[config.mk]
export PLATFORM = sky130hd
export DESIGN_NAME = uart_cmd_parser_flat
export DESIGN_NICKNAME = d
export VERILOG_FILES = /design/src/rtl/uart_cmd_parser_if.sv /design/src/rtl/uart_cmd_parser.sv /design/src/flat_wrapper.sv
export SDC_FILE = /design/constraint.sdc
export NUM_CORES = 1
export LEC_CHECK = 0
export CORE_ASPECT_RATIO = 1.1
export CORE_MARGIN = 8
export CORE_UTILIZATION = 63
export DETAILED_ROUTE_END_ITERATION = 6
export DONT_BUFFER_PORTS = 1
export PLACE_DENSITY = 0.88
export SYNTH_ARGS = -nofsm -noshare
export SYNTH_HDL_FRONTEND = slang
export SYNTH_SLANG_ARGS = --single-unit
[constraint.sdc]
create_clock -name clk -period 3.8 [get_ports clk]
set_input_delay 0.76 -clock clk [delete_from_list [all_inputs] [get_ports clk]]
set_output_delay 0.76 -clock clk [all_outputs]
set_load 0.01 [all_outputs]
[src/rtl/uart_cmd_parser_if.sv]
`default_nettype none
// ============================================================================
// Module   : uart_cmd_parser_if
// Brief    : Receiver, transmitter and command-strobe signals of the parser.
// Revision : 1.0 - initial release
// ============================================================================
interface uart_cmd_parser_if;
    logic [7:0] rx_data;
    logic       rx_rdy;
    logic       rx_rdy_clr;
    logic       tx_active;
    logic       tx_dv;
    logic [7:0] tx_byte;
    logic       cmd_valid;
    logic [3:0] cmd_dev;
    logic [7:0] cmd_val;
    logic       frame_err;

    modport master (
        input  rx_data, rx_rdy, tx_active,
        output rx_rdy_clr, tx_dv, tx_byte, cmd_valid, cmd_dev, cmd_val, frame_err
    );

    modport slave (
        output rx_data, rx_rdy, tx_active,
        input  rx_rdy_clr, tx_dv, tx_byte, cmd_valid, cmd_dev, cmd_val, frame_err
    );
endinterface
`default_nettype wire

[src/rtl/uart_cmd_parser.sv]
`default_nettype none
// ============================================================================
// Module   : uart_cmd_parser
// Brief    : Assembles 4-byte UART command frames and replies with ACK/NAK.
// Revision : 1.0 - initial release
// ============================================================================
module uart_cmd_parser #(
    parameter logic [7:0] SYNC_BYTE      = 8'hA5,
    parameter int         NUM_DEV        = 12,
    parameter logic [7:0] ACK_BYTE       = 8'h06,
    parameter logic [7:0] NAK_BYTE       = 8'h15,
    parameter int         TIMEOUT_CYCLES = 500000
) (
    input  wire              clk,
    input  wire              rst_n,
    uart_cmd_parser_if.master bus
);
    localparam int         c_TW        = (TIMEOUT_CYCLES > 2) ? $clog2(TIMEOUT_CYCLES) : 1;
    localparam logic [c_TW-1:0] c_TO_LAST = c_TW'(TIMEOUT_CYCLES - 1);
    localparam logic [8:0] c_NUM_DEV   = 9'(NUM_DEV);

    typedef enum logic [2:0] {
        S_IDLE = 3'd0,
        S_ADDR = 3'd1,
        S_DATA = 3'd2,
        S_CHK  = 3'd3,
        S_RESP = 3'd4
    } state_t;

    state_t          r_state;
    logic [c_TW-1:0] r_cnt;
    logic [7:0]      r_dev_raw;
    logic [7:0]      r_val;
    logic [7:0]      r_reply;
    logic            r_rdy_clr;
    logic            r_tx_dv;
    logic [7:0]      r_tx_byte;
    logic            r_cmd_valid;
    logic [3:0]      r_cmd_dev;
    logic [7:0]      r_cmd_val;
    logic            r_frame_err;

    logic       w_accept;
    logic       w_in_frame;
    logic       w_timeout;
    logic [7:0] w_sum;
    logic       w_good;

    // The cycle carrying the clear pulse still sees the old rx_rdy, so it is skipped.
    assign w_accept   = bus.rx_rdy && !r_rdy_clr && (r_state != S_RESP);
    assign w_in_frame = (r_state == S_ADDR) || (r_state == S_DATA) || (r_state == S_CHK);
    assign w_timeout  = w_in_frame && !w_accept && (r_cnt == c_TO_LAST);
    assign w_sum      = r_dev_raw + r_val;
    assign w_good     = (bus.rx_data == w_sum) && ({1'b0, r_dev_raw} < c_NUM_DEV);

    always_ff @(posedge clk or negedge rst_n) begin
        if (!rst_n) begin
            r_state     <= S_IDLE;
            r_cnt       <= '0;
            r_dev_raw   <= '0;
            r_val       <= '0;
            r_reply     <= '0;
            r_rdy_clr   <= 1'b0;
            r_tx_dv     <= 1'b0;
            r_tx_byte   <= '0;
            r_cmd_valid <= 1'b0;
            r_cmd_dev   <= '0;
            r_cmd_val   <= '0;
            r_frame_err <= 1'b0;
        end else begin
            r_rdy_clr   <= w_accept;
            r_tx_dv     <= 1'b0;
            r_cmd_valid <= 1'b0;
            r_frame_err <= 1'b0;
            r_cnt       <= (w_in_frame && !w_accept && !w_timeout) ? r_cnt + c_TW'(1) : '0;

            if (w_timeout) begin
                r_state     <= S_IDLE;
                r_frame_err <= 1'b1;
            end else begin
                case (r_state)
                    S_IDLE: begin
                        if (w_accept && (bus.rx_data == SYNC_BYTE))
                            r_state <= S_ADDR;
                    end
                    S_ADDR: begin
                        if (w_accept) begin
                            r_dev_raw <= bus.rx_data;
                            r_state   <= S_DATA;
                        end
                    end
                    S_DATA: begin
                        if (w_accept) begin
                            r_val   <= bus.rx_data;
                            r_state <= S_CHK;
                        end
                    end
                    S_CHK: begin
                        if (w_accept) begin
                            r_state <= S_RESP;
                            if (w_good) begin
                                r_cmd_dev   <= r_dev_raw[3:0];
                                r_cmd_val   <= r_val;
                                r_cmd_valid <= 1'b1;
                                r_reply     <= ACK_BYTE;
                            end else begin
                                r_frame_err <= 1'b1;
                                r_reply     <= NAK_BYTE;
                            end
                        end
                    end
                    S_RESP: begin
                        if (!bus.tx_active) begin
                            r_tx_byte <= r_reply;
                            r_tx_dv   <= 1'b1;
                            r_state   <= S_IDLE;
                        end
                    end
                    default: r_state <= S_IDLE;
                endcase
            end
        end
    end

    assign bus.rx_rdy_clr = r_rdy_clr;
    assign bus.tx_dv      = r_tx_dv;
    assign bus.tx_byte    = r_tx_byte;
    assign bus.cmd_valid  = r_cmd_valid;
    assign bus.cmd_dev    = r_cmd_dev;
    assign bus.cmd_val    = r_cmd_val;
    assign bus.frame_err  = r_frame_err;
endmodule
`default_nettype wire
[src/flat_wrapper.sv]
// flat-port wrapper written by rule: the top's interface ports become plain ports
module uart_cmd_parser_flat 
#(
    parameter logic [7:0] SYNC_BYTE      = 8'hA5,
    parameter int         NUM_DEV        = 12,
    parameter logic [7:0] ACK_BYTE       = 8'h06,
    parameter logic [7:0] NAK_BYTE       = 8'h15,
    parameter int         TIMEOUT_CYCLES = 500000
)
  (clk, rst_n, bus_rx_data, bus_rx_rdy, bus_tx_active, bus_rx_rdy_clr, bus_tx_dv, bus_tx_byte, bus_cmd_valid, bus_cmd_dev, bus_cmd_val, bus_frame_err);
  uart_cmd_parser_if bus_i ();
  input  wire clk;
  input  wire rst_n;
  input wire logic [$bits(bus_i.rx_data)-1:0] bus_rx_data;
  input wire logic [$bits(bus_i.rx_rdy)-1:0] bus_rx_rdy;
  input wire logic [$bits(bus_i.tx_active)-1:0] bus_tx_active;
  output wire logic [$bits(bus_i.rx_rdy_clr)-1:0] bus_rx_rdy_clr;
  output wire logic [$bits(bus_i.tx_dv)-1:0] bus_tx_dv;
  output wire logic [$bits(bus_i.tx_byte)-1:0] bus_tx_byte;
  output wire logic [$bits(bus_i.cmd_valid)-1:0] bus_cmd_valid;
  output wire logic [$bits(bus_i.cmd_dev)-1:0] bus_cmd_dev;
  output wire logic [$bits(bus_i.cmd_val)-1:0] bus_cmd_val;
  output wire logic [$bits(bus_i.frame_err)-1:0] bus_frame_err;
  assign bus_i.rx_data = bus_rx_data;
  assign bus_i.rx_rdy = bus_rx_rdy;
  assign bus_i.tx_active = bus_tx_active;
  assign bus_rx_rdy_clr = bus_i.rx_rdy_clr;
  assign bus_tx_dv = bus_i.tx_dv;
  assign bus_tx_byte = bus_i.tx_byte;
  assign bus_cmd_valid = bus_i.cmd_valid;
  assign bus_cmd_dev = bus_i.cmd_dev;
  assign bus_cmd_val = bus_i.cmd_val;
  assign bus_frame_err = bus_i.frame_err;
  uart_cmd_parser #(.SYNC_BYTE(SYNC_BYTE), .NUM_DEV(NUM_DEV), .ACK_BYTE(ACK_BYTE), .NAK_BYTE(NAK_BYTE), .TIMEOUT_CYCLES(TIMEOUT_CYCLES)) u_core (.clk(clk), .rst_n(rst_n), .bus(bus_i));
endmodule
==> flow_summary.ini, run 1 <==
[floorplanning]
initial_core_util_pct = 64.6
coreArea_um2 = 4550
rows = 26
ios = 36
die_area_um2 = 7110
die_y_um = 87.7
dieWidth_um = 81.1

[final_layout]
nNetsFinal = 275
drive_above_1_share_pct = 22.8
register_area_um2 = 1500
multiInputGateArea_um2 = 1380
fillers = 303
layoutNonFillerInstCount = 315
diodes = 0
syn2layout_area_growth_pct = 9.91
final_area_um2 = 3230

[global_routing]
grt_pass1_vias = 2000
grt_pass1_wl_mm = 9.99
antenna_found_initial = 0
grt_max_degree = 61
track_usage_pct = 18.9
grt_overflow_total = 0

[worst_setup_path]
reg2reg_from = u_core.r_dev_raw[3]
cp-start-kind = flop
reg2regPathDepth = 8
critPathKind = reg2reg
critPathCaptureType = flop
worstPathArrival_ps = 3080
regToRegEndpoint = u_core.bus.cmd_dev[0]
r2r_setup_slack_ps = 940
cp_max_fo = 8
required_ps = 4030

[route]
wirelength_mm = 6.11
dr_total_vias = 1890
first_pass_iters = 4
vias_per_cell = 6.00
drt_iter0_markers = 125
drtAntennaViolNets = 0
wl_per_cell_um = 19.4
drc = 0

[power]
pwr-share-clk_pct = 27.8
comb_power_share_pct = 36.4
vdd_drop_max_mv = 0.355
p_leak_uw = 0.00147
p_int_uw = 1680
p_seq_share_pct = 35.8
netSwitchingFraction_pct = 34.9
p_switching_uw = 897
powerDensity_nw_per_um2 = 797

[logic_synthesis]
synthDominantCellAreaShare_pct = 51.1
syn_inst = 246
synth_area_leaders = dfrtp_1 51%, mux2_2 9.6%, xnor2_1 6.3%, mux2_4 3.6%, ha_1 3.4%
yosysWarnings = 0
synth-main-ff-cell = dfrtp_1
ys_seq_area_share_pct = 51.1
async_flop_share_pct = 100
netlist_area_um2 = 2940
synth_top_cell_by_area = dfrtp_1
synth_edf_count = 0
postSynthAreaPerCell_um2 = 12.0
synth.distinct_cells = 43
ys_ff_latch = 60

[sta]
rsz0062_at_grt = false
setup_viol = 0
slew_headroom_pct = 62.8
fmax_mhz = 350
fin_setup_tns_ps = 0
fin_crit_ps = 2860
worstMarginPinSlew_ps = 556
drv_slew = 0
clock_skew_ps = 10.9
hold_viol = 0
finalCritPeriodShare_pct = 75.2
timing.hold.ws_ps = 101

[placed_design]
io_buffers = 0
gp_congestion = 0.863
placedInstanceArea_um2 = 2980
place_inst = 299
dp_hpwl_mm = 3.91

[clock_tree]
htreeDepth = 3
post_cts_resize_count = 0
clkLatencyLatePin_ps = 350
cts-root-buf = clkbuf_8
cts_tree = built
hold_buffers = 0
numCtsBuffers = 9
ctsLongestPathBuffers = 2
path_clk_slew_ps = 70
numClockSinks = 60
cts_setup_buffers = 0

[run_status]
status = finished, final reports clean

[hold_path]
hold_path.class = in2async

[flow_run]
drv_cap = 0
-- state kept, by name, indices dropped and copies added, names as in the netlist --
name	count
u_core.bus.cmd_val	8
u_core.r_reply	3
u_core.r_val	8
u_core.r_cnt	19
u_core.r_dev_raw	8
u_core.bus.cmd_dev	4
u_core.bus.frame_err	1
u_core.bus.rx_rdy_clr	1
u_core.bus.cmd_valid	1
u_core.bus.tx_byte	3
u_core.bus.tx_dv	1
u_core.r_state	3
-- worst max path at each step --
stage	slack [ps]	end	startpoint	depth (start not counted)
after global placement	1170	u_core.bus.cmd_dev[3]	u_core.r_val[0]	9
after CTS	960	u_core.bus.cmd_dev[0]	u_core.r_dev_raw[3]	8
final	940	u_core.bus.cmd_dev[0]	u_core.r_dev_raw[3]	8
after detailed placement	1100	u_core.bus.cmd_dev[2]	u_core.r_val[0]	9
after global routing	850	u_core.bus.cmd_dev[1]	u_core.r_dev_raw[3]	8
after floorplan	1120	u_core.bus.cmd_val[0]	u_core.r_val[0]	9
-- placed cells by master (no fill, tap or decap), types with 7 or more instances in the layout --
cell type  count
a21oi_1        8
nand2_1       10
nor2_1        23
mux2_4         7
and3_1         8
xor2_1        10
dfrtp_1       60
nand3_1       12
mux2_2        25
ha_1           8
xnor2_1       21
clkbuf_8      10
-- stage by stage --
step           utilization [%]  total power (uW)  worst slack, ps
6_report                  71.0              2570              941
5_1_grt                   71.0              2700              855
4_1_cts                   71.0              2570              959
3_5_place_dp              65.5              1800             1100
3_3_place_gp              65.5              1760             1170
2_1_floorplan                -              1640             1120
-- per-layer routing --
metal / wire length (um) / GRT usage, % / vias up
li1: - / - / 880
met1: 2380 / 20.6 / 932
met2: 3040 / 30.0 / 56
met4: 254 / 12.5 / 0
met5: 0 / 0 / -
met3: 438 / 6.98 / 22
-- power by group through the flow --
stage | clock, uW | sequential [uW] | combinational [uW]
after floorplan | 0 | 876 | 760
after global placement | 0 | 918 | 839
after detailed placement | 0 | 928 | 876
after CTS | 721 | 921 | 931
after global routing | 745 | 940 | 1010
final | 716 | 922 | 937
-- synthesized netlist by cell type (2+ instances only) --
cell type and n:
nand2b_1 2, mux2_2 25, inv_1 2, o21bai_1 3, nand2_1 10, xnor2_1 21, a21o_1 2, ha_1 8
nor2_1 23, dfrtp_1 60, or3_1 2, nor4bb_1 2, buf_4 5, clkbuf_1 2, nand3b_1 2, xor2_1 10
and3_1 8, o21ai_0 3, a21o_2 2, a21oi_1 8, mux2_4 7, nand4_1 3, nor3_1 4, nand3_1 12
nor4_1 2
-- critical path: stages (launching register included) --
cell      delay [ps]
dfrtp_1          430
ha_1             400
and3_2           240
a221oi_1         360
xnor2_1          180
nand4_1          240
nor4b_4          290
buf_4            220
mux2_2           350
-- layout make-up --
cell class                 instances  area share (%)
sequential                        60            46.5
multi-input combinational        178            42.7
clock buffer                      10            4.26
clock inverter                     6            3.45
tap                               56            2.17
timing repair buffer               3           0.697
inverter                           2           0.232
-- cell families after synthesis --
| group | share of synthesized area (%) |
|---|---|
| other | 0.128 |
| multiplexers | 13.1 |
| AO/OA/AOI/OAI | 5.28 |
| AND/OR/NAND/NOR | 14.7 |
| adder cells (fa/ha/maj) | 4.09 |
| flip-flops | 51.1 |
| XOR/XNOR | 9.23 |
| buffers and inverters | 2.34 |
Power figures use the tool's default switching activity.
==> inputs of run 2 (changes only) <==
--- a/config.mk
+++ b/config.mk
@@ -5,6 +5,7 @@
 export SDC_FILE = /design/constraint.sdc
 export NUM_CORES = 1
 export LEC_CHECK = 0
+export ABC_AREA = 1
 export CORE_ASPECT_RATIO = 1.1
 export CORE_MARGIN = 8
 export CORE_UTILIZATION = 63
==> constraint.sdc (replaced) <==
create_clock -name clk -period 2.85 [get_ports clk]
set_input_delay 0.57 -clock clk [delete_from_list [all_inputs] [get_ports clk]]
set_output_delay 0.57 -clock clk [all_outputs]
set_load 0.01 [all_outputs]
==> run 2 against run 1 <==
Via count increased by 39%. Global-route usage increased by 0.13 points. Flip-flop and latch count unchanged. Sequential share of layout area decreased by 3.3 points. Largest cell class is now multi-input combinational cells. Largest power group is now registers.
==> flow_summary.ini, run 2 <==
[global_routing]
grt_pass1_vias = 2455
grt_max_degree = 61
grt_pass1_wl_mm = 11.8
grt_overflow_total = 0
antenna_found_initial = 0
track_usage_pct = 19.0

[floorplanning]
dieWidth_um = 84.8
die_y_um = 91.6
initial_core_util_pct = 65.5
ios = 36
rows = 27
die_area_um2 = 7770
coreArea_um2 = 5000

[sta]
fmax_mhz = 419
finalCritPeriodShare_pct = 83.7
hold_viol = 0
clock_skew_ps = 6.21
fin_setup_tns_ps = 0
fin_crit_ps = 2390
rsz0062_at_grt = false
setup_viol = 0
drv_slew = 0

[logic_synthesis]
synth.distinct_cells = 39
yosysWarnings = 0
synthDominantCellAreaShare_pct = 45.8
synth_common_cells = 127 x nand2_1, 60 x dfrtp_1, 44 x inv_1, 31 x nor2_1, 21 x nand3_1
synth-main-ff-cell = dfrtp_1
synth_top_cell_by_area = dfrtp_1
syn_inst = 407
async_flop_share_pct = 100
synth_edf_count = 0
netlist_area_um2 = 3280
ys_seq_area_share_pct = 45.8
yosysMostFrequentCell = nand2_1
synth_area_leaders = dfrtp_1 46%, nand2_1 15%, inv_1 5.0%, nor2_1 3.6%, nand4_1 3.2%
postSynthAreaPerCell_um2 = 8.05
ys_ff_latch = 60

[worst_setup_path]
worstPathArrival_ps = 2610
required_ps = 3070
cp_max_fo = 14
critPathCaptureType = flop
reg2regPathDepth = 13
reg2reg_from = u_core.r_val[0]
regToRegEndpoint = u_core.bus.cmd_dev[1]
r2r_setup_slack_ps = 460
cp-start-kind = flop
critPathKind = reg2reg

[route]
vias_per_cell = 5.58
dr_total_vias = 2629
drc = 0
wirelength_mm = 6.85
first_pass_iters = 5
drtAntennaViolNets = 0
wl_per_cell_um = 14.5
drt_iter0_markers = 227

[placed_design]
dp_hpwl_mm = 5.00
placedInstanceArea_um2 = 3280
gp_congestion = 0.832
io_buffers = 0

[clock_tree]
path_clk_slew_ps = 60
cts-root-buf = clkbuf_8
clkLatencyLatePin_ps = 340
cts_setup_buffers = 0
htreeDepth = 3
numClockSinks = 60
numCtsBuffers = 9
ctsLongestPathBuffers = 2
cts_tree = built

[final_layout]
final_cell_mix = 127 x nand2_1, 60 x dfrtp_1, 44 x inv_1
largest_register_ff_count = 19
drive_above_1_share_pct = 10.7
final_area_um2 = 3480
fillers = 400
top_register = u_core.r_cnt
syn2layout_area_growth_pct = 6.26
mostFrequentLayoutCell = nand2_1
nNetsFinal = 431
final_util_pct = 69.6
diodes = 0

[power]
p_leak_uw = 0.00180
powerDensity_nw_per_um2 = 886
vdd_drop_max_mv = 0.477

[hold_path]
hold_path.class = in2async

[flow_run]
drv_cap = 0

[run_status]
status = finished, final reports clean
-- run 2: cell count changes in the layout (fill, tap and decap cells not counted), sizes merged, moves of 13 or more --
cell and delta:
nand4 +14, nor2 +14, nand3 +13, xnor2 -19
inv +46, o21ai +16, mux2 -29, nand2 +122
-- run 2: cells by family (layout without fill, tap and decap cells) --
family | after synthesis | in the layout | share of synthesized area, %
XOR/XNOR | 9 | 9 | 2.41
AND/OR/NAND/NOR | 237 | 237 | 34.6
AO/OA/AOI/OAI | 27 | 27 | 4.24
flip-flops | 60 | 60 | 45.8
buffers and inverters | 61 | 64 | 8.09
multiplexers | 3 | 3 | 1.03
other | 1 | 4 | 0.114
adder cells (fa/ha/maj) | 9 | 9 | 3.67
-- run 2: worst max path at each step --
| stage | from | to | slack, ps | depth (start not counted) |
|---|---|---|---|---|
| 3_3_place_gp | u_core.r_dev_raw[0] | u_core.bus.cmd_dev[0] | 580 | 13 |
| 6_report | u_core.r_val[0] | u_core.bus.cmd_dev[1] | 460 | 13 |
| 5_1_grt | u_core.r_dev_raw[0] | u_core.bus.cmd_val[4] | 280 | 13 |
| 3_5_place_dp | u_core.r_val[0] | u_core.bus.cmd_dev[1] | 470 | 13 |
| 2_1_floorplan | u_core.r_val[0] | u_core.bus.cmd_val[1] | 750 | 14 |
| 4_1_cts | u_core.r_val[0] | u_core.bus.cmd_dev[1] | 450 | 13 |
-- run 2: metrics by stage --
| stage | total power, uW | hold slack (ps) | instances | setup slack (ps) |
|---|---|---|---|---|
| 2_1_floorplan | 2170 | 274 | 410 | 753 |
| 3_3_place_gp | 2310 | 276 | 456 | 576 |
| 3_5_place_dp | 2370 | 276 | 456 | 470 |
| 4_1_cts | 3090 | 101 | 471 | 454 |
| 5_1_grt | 3330 | 116 | 471 | 281 |
| 6_report | 3090 | 103 | 471 | 463 |
-- run 2: critical path: stages, from the launching register on --
cell	delay, ps
dfrtp_1	410
ha_1	250
fa_1	530
inv_1	50
nand2_1	50
nand2_1	50
nor2_1	70
nand2_1	60
nor2_1	110
nand2_2	110
nor2_8	230
nand3_4	190
nand2_1	120
nand2_1	60
-- run 2: cell type report --
type	instances	area, um2	share of cell area (%)
well taps	58	72.6	2.08
clock buffers	12	165	4.74
clock inverters	2	10.0	0.287
repair buffers	1	27.5	0.791
flip-flops and latches	60	1500	43.1
inverters	49	184	5.28
multi-input cells	289	1520	43.7
-- run 2: power by group --
group	internal, uW	switching, uW	total, uW
Sequential	1020	189	1210
Combinational	428	763	1190
Clock	374	313	686
-- run 2: repair_timing --
item / 4_1_cts / 5_1_grt
endpoints found under the hold margin: 60 / 0
hold buffers: 1 / 0
resized for setup: 0 / 0
-- run 2: routing by layer --
| layer | global-route usage (%) | vias to the layer above | wire length, um |
|---|---|---|---|
| li1 | - | 1309 | - |
| met1 | 24.7 | 1208 | 3050 |
| met2 | 28.3 | 98 | 3010 |
| met3 | 4.91 | 14 | 622 |
| met4 | 10.5 | 0 | 164 |
| met5 | 0 | - | 0 |
==> inputs of run 3 (changes only) <==
--- a/config.mk
+++ b/config.mk
@@ -5,13 +5,13 @@
 export SDC_FILE = /design/constraint.sdc
 export NUM_CORES = 1
 export LEC_CHECK = 0
-export ABC_AREA = 1
+export ABC_AREA = 0
 export CORE_ASPECT_RATIO = 1.1
 export CORE_MARGIN = 8
-export CORE_UTILIZATION = 63
+export CORE_UTILIZATION = 57
 export DETAILED_ROUTE_END_ITERATION = 6
 export DONT_BUFFER_PORTS = 1
-export PLACE_DENSITY = 0.88
+export PLACE_DENSITY = 0.84
 export SYNTH_ARGS = -nofsm -noshare
 export SYNTH_HDL_FRONTEND = slang
 export SYNTH_SLANG_ARGS = --single-unit
==> constraint.sdc (replaced) <==
create_clock -name clk -period 2.06 [get_ports clk]
set_input_delay 0.412 -clock clk [delete_from_list [all_inputs] [get_ports clk]]
set_output_delay 0.412 -clock clk [all_outputs]
set_load 0.01 [all_outputs]
==> run 3 against run 2 <==
The run now ends with setup timing left. Via count shrank 24%. Cell count shrank 25%. Combinational power grew 88%. Cell area grew 3.0%. Count of clock-buffer cells in the layout shrank 3. Non-clock buffer count grew 37. Clock power grew 87%. Flip-flop and latch count is the same. First-iteration DRC count shrank 41%. Wire length shrank 9.5%. Global-route usage shrank 2.0 points. Critical path type unchanged. Critical endpoint is now u_core.bus.cmd_val[3]. Highest routed layer unchanged.
==> flow_summary.ini, run 3 (synthesized netlist as in run 1, its figures left out) <==
[run_status]
status = complete, but fails checks
violations = setup timing

[sta]
drv_slew = 0
fin_setup_tns_ps = -9890
timing.hold.ws_ps = 193
fmax_mhz = 363
fin_ws_ps = -693
slew_headroom_pct = 65.9
worstMarginPinSlew_ps = 509
fin_crit_ps = 2750
setup_viol = 16
rsz0062_at_grt = true
hold_viol = 0
clock_skew_ps = 6.97
finalCritPeriodShare_pct = 134

[floorplanning]
die_y_um = 91.3
coreArea_um2 = 5000
ios = 36
dieWidth_um = 84.5
initial_core_util_pct = 58.8
rows = 27
die_area_um2 = 7720

[final_layout]
mostFrequentLayoutCell = dfrtp_1
diodes = 0
syn2layout_area_growth_pct = 22.0
final_cell_mix = 60 x dfrtp_1, 33 x buf_4, 25 x mux2_2
final_area_um2 = 3590
top_register = u_core.r_cnt
layoutNonFillerInstCount = 352
nNetsFinal = 310
drive_above_1_share_pct = 34.0
final_util_pct = 71.7
largest_register_ff_count = 19

[global_routing]
antenna_found_initial = 0
grt_max_degree = 61
grt_overflow_total = 0
grt_pass1_vias = 2097
track_usage_pct = 16.9
grt_pass1_wl_mm = 10.2

[route]
drc = 0
wirelength_mm = 6.19
dr_total_vias = 2000
drt_iter0_markers = 133
vias_per_cell = 5.68
first_pass_iters = 4
drtAntennaViolNets = 0
wl_per_cell_um = 17.6

[placed_design]
gp_congestion = 0.810
placedInstanceArea_um2 = 3240
io_buffers = 0
place_inst = 329
dp_hpwl_mm = 4.23

[worst_setup_path]
cp-start-kind = flop
critPathCaptureType = flop
cp_max_fo = 4
required_ps = 2280
critPathKind = reg2reg
worstPathArrival_ps = 2980

[power]
p_leak_uw = 0.00165
vdd_drop_max_mv = 1.42
powerDensity_nw_per_um2 = 1450

[clock_tree]
clkLatencyLatePin_ps = 340
path_clk_slew_ps = 70
cts_tree = built
htreeDepth = 3
cts-root-buf = clkbuf_8
numClockSinks = 60
numCtsBuffers = 9
ctsLongestPathBuffers = 2

[hold_path]
hold_path.class = in2reg

[flow_run]
drv_cap = 0
==> run 3: per-stage QoR <==
step | power (uW) | setup WS (ps)
after detailed placement | 3830 | -665
after floorplan | 3120 | -575
after CTS | 5190 | -642
after global routing | 5500 | -803
after global placement | 3730 | -543
final | 5190 | -693
==> run 3: timing repair <==
item | CTS | global route
hold endpoints to repair | 60 | 0
buffers inserted | 2 | 2
hold buffers | 2 | 0
endpoints found under the setup margin | 16 | 17
gates cloned | 0 | 1
gates resized for setup | 1 | 2
pin swaps | 1 | 0
==> run 3: critical path, cell delays in order (launching register included) <==
cell       delay (ps)
dfrtp_1           400
ha_2              220
fa_2              540
xnor2_1           130
nand4_1           140
nor2_1            130
nand4_1           190
nor4b_4           250
buf_4             190
clkbuf_16         150
mux2_4            300
==> run 3: path summary, 6_finish.rpt <==
path                                      from                    end  slack [ps]  depth (start not counted)
setup / recovery           u_core.r_dev_raw[0]  u_core.bus.cmd_val[3]        -690                         10
hold / removal                   bus_tx_active       u_core.bus.tx_dv         190                          1
setup reg to reg           u_core.r_dev_raw[0]  u_core.bus.cmd_val[3]        -690                         10
hold reg to reg                u_core.r_cnt[0]        u_core.r_cnt[0]         500                          1
max in group asynchronous                rst_n      u_core.r_reply[1]        1200                          2
min in group asynchronous                rst_n        u_core.r_cnt[9]         610                          2
==> run 3: cell type report <==
type	count	area, um2
repair buffers	38	342
fillers	326	1410
clock buffers	9	124
clock inverters	7	115
inverters	2	7.51
multi-input cells	178	1420
well taps	58	72.6
flip-flops and latches	60	1500
==> run 3: layer usage <==
metal  vias up  GRT usage (%)  share of wire, %
met3         7           6.04               6.2
met4         0           7.13               1.5
li1        947              -                 -
met2        45           26.7                49
met5         -              0                 0
met1      1001           20.6                43
==> run 3: where the power goes <==
| group | leakage, uW | internal, uW | total, uW | switching (uW) |
|---|---|---|---|---|
| combinational | 0.000746 | 1250 | 2240 | 992 |
| clock | 0.000115 | 798 | 1280 | 486 |
| sequential | 0.000786 | 1420 | 1660 | 241 |
| total | 0.00165 | 3470 | 5190 | 1720 |
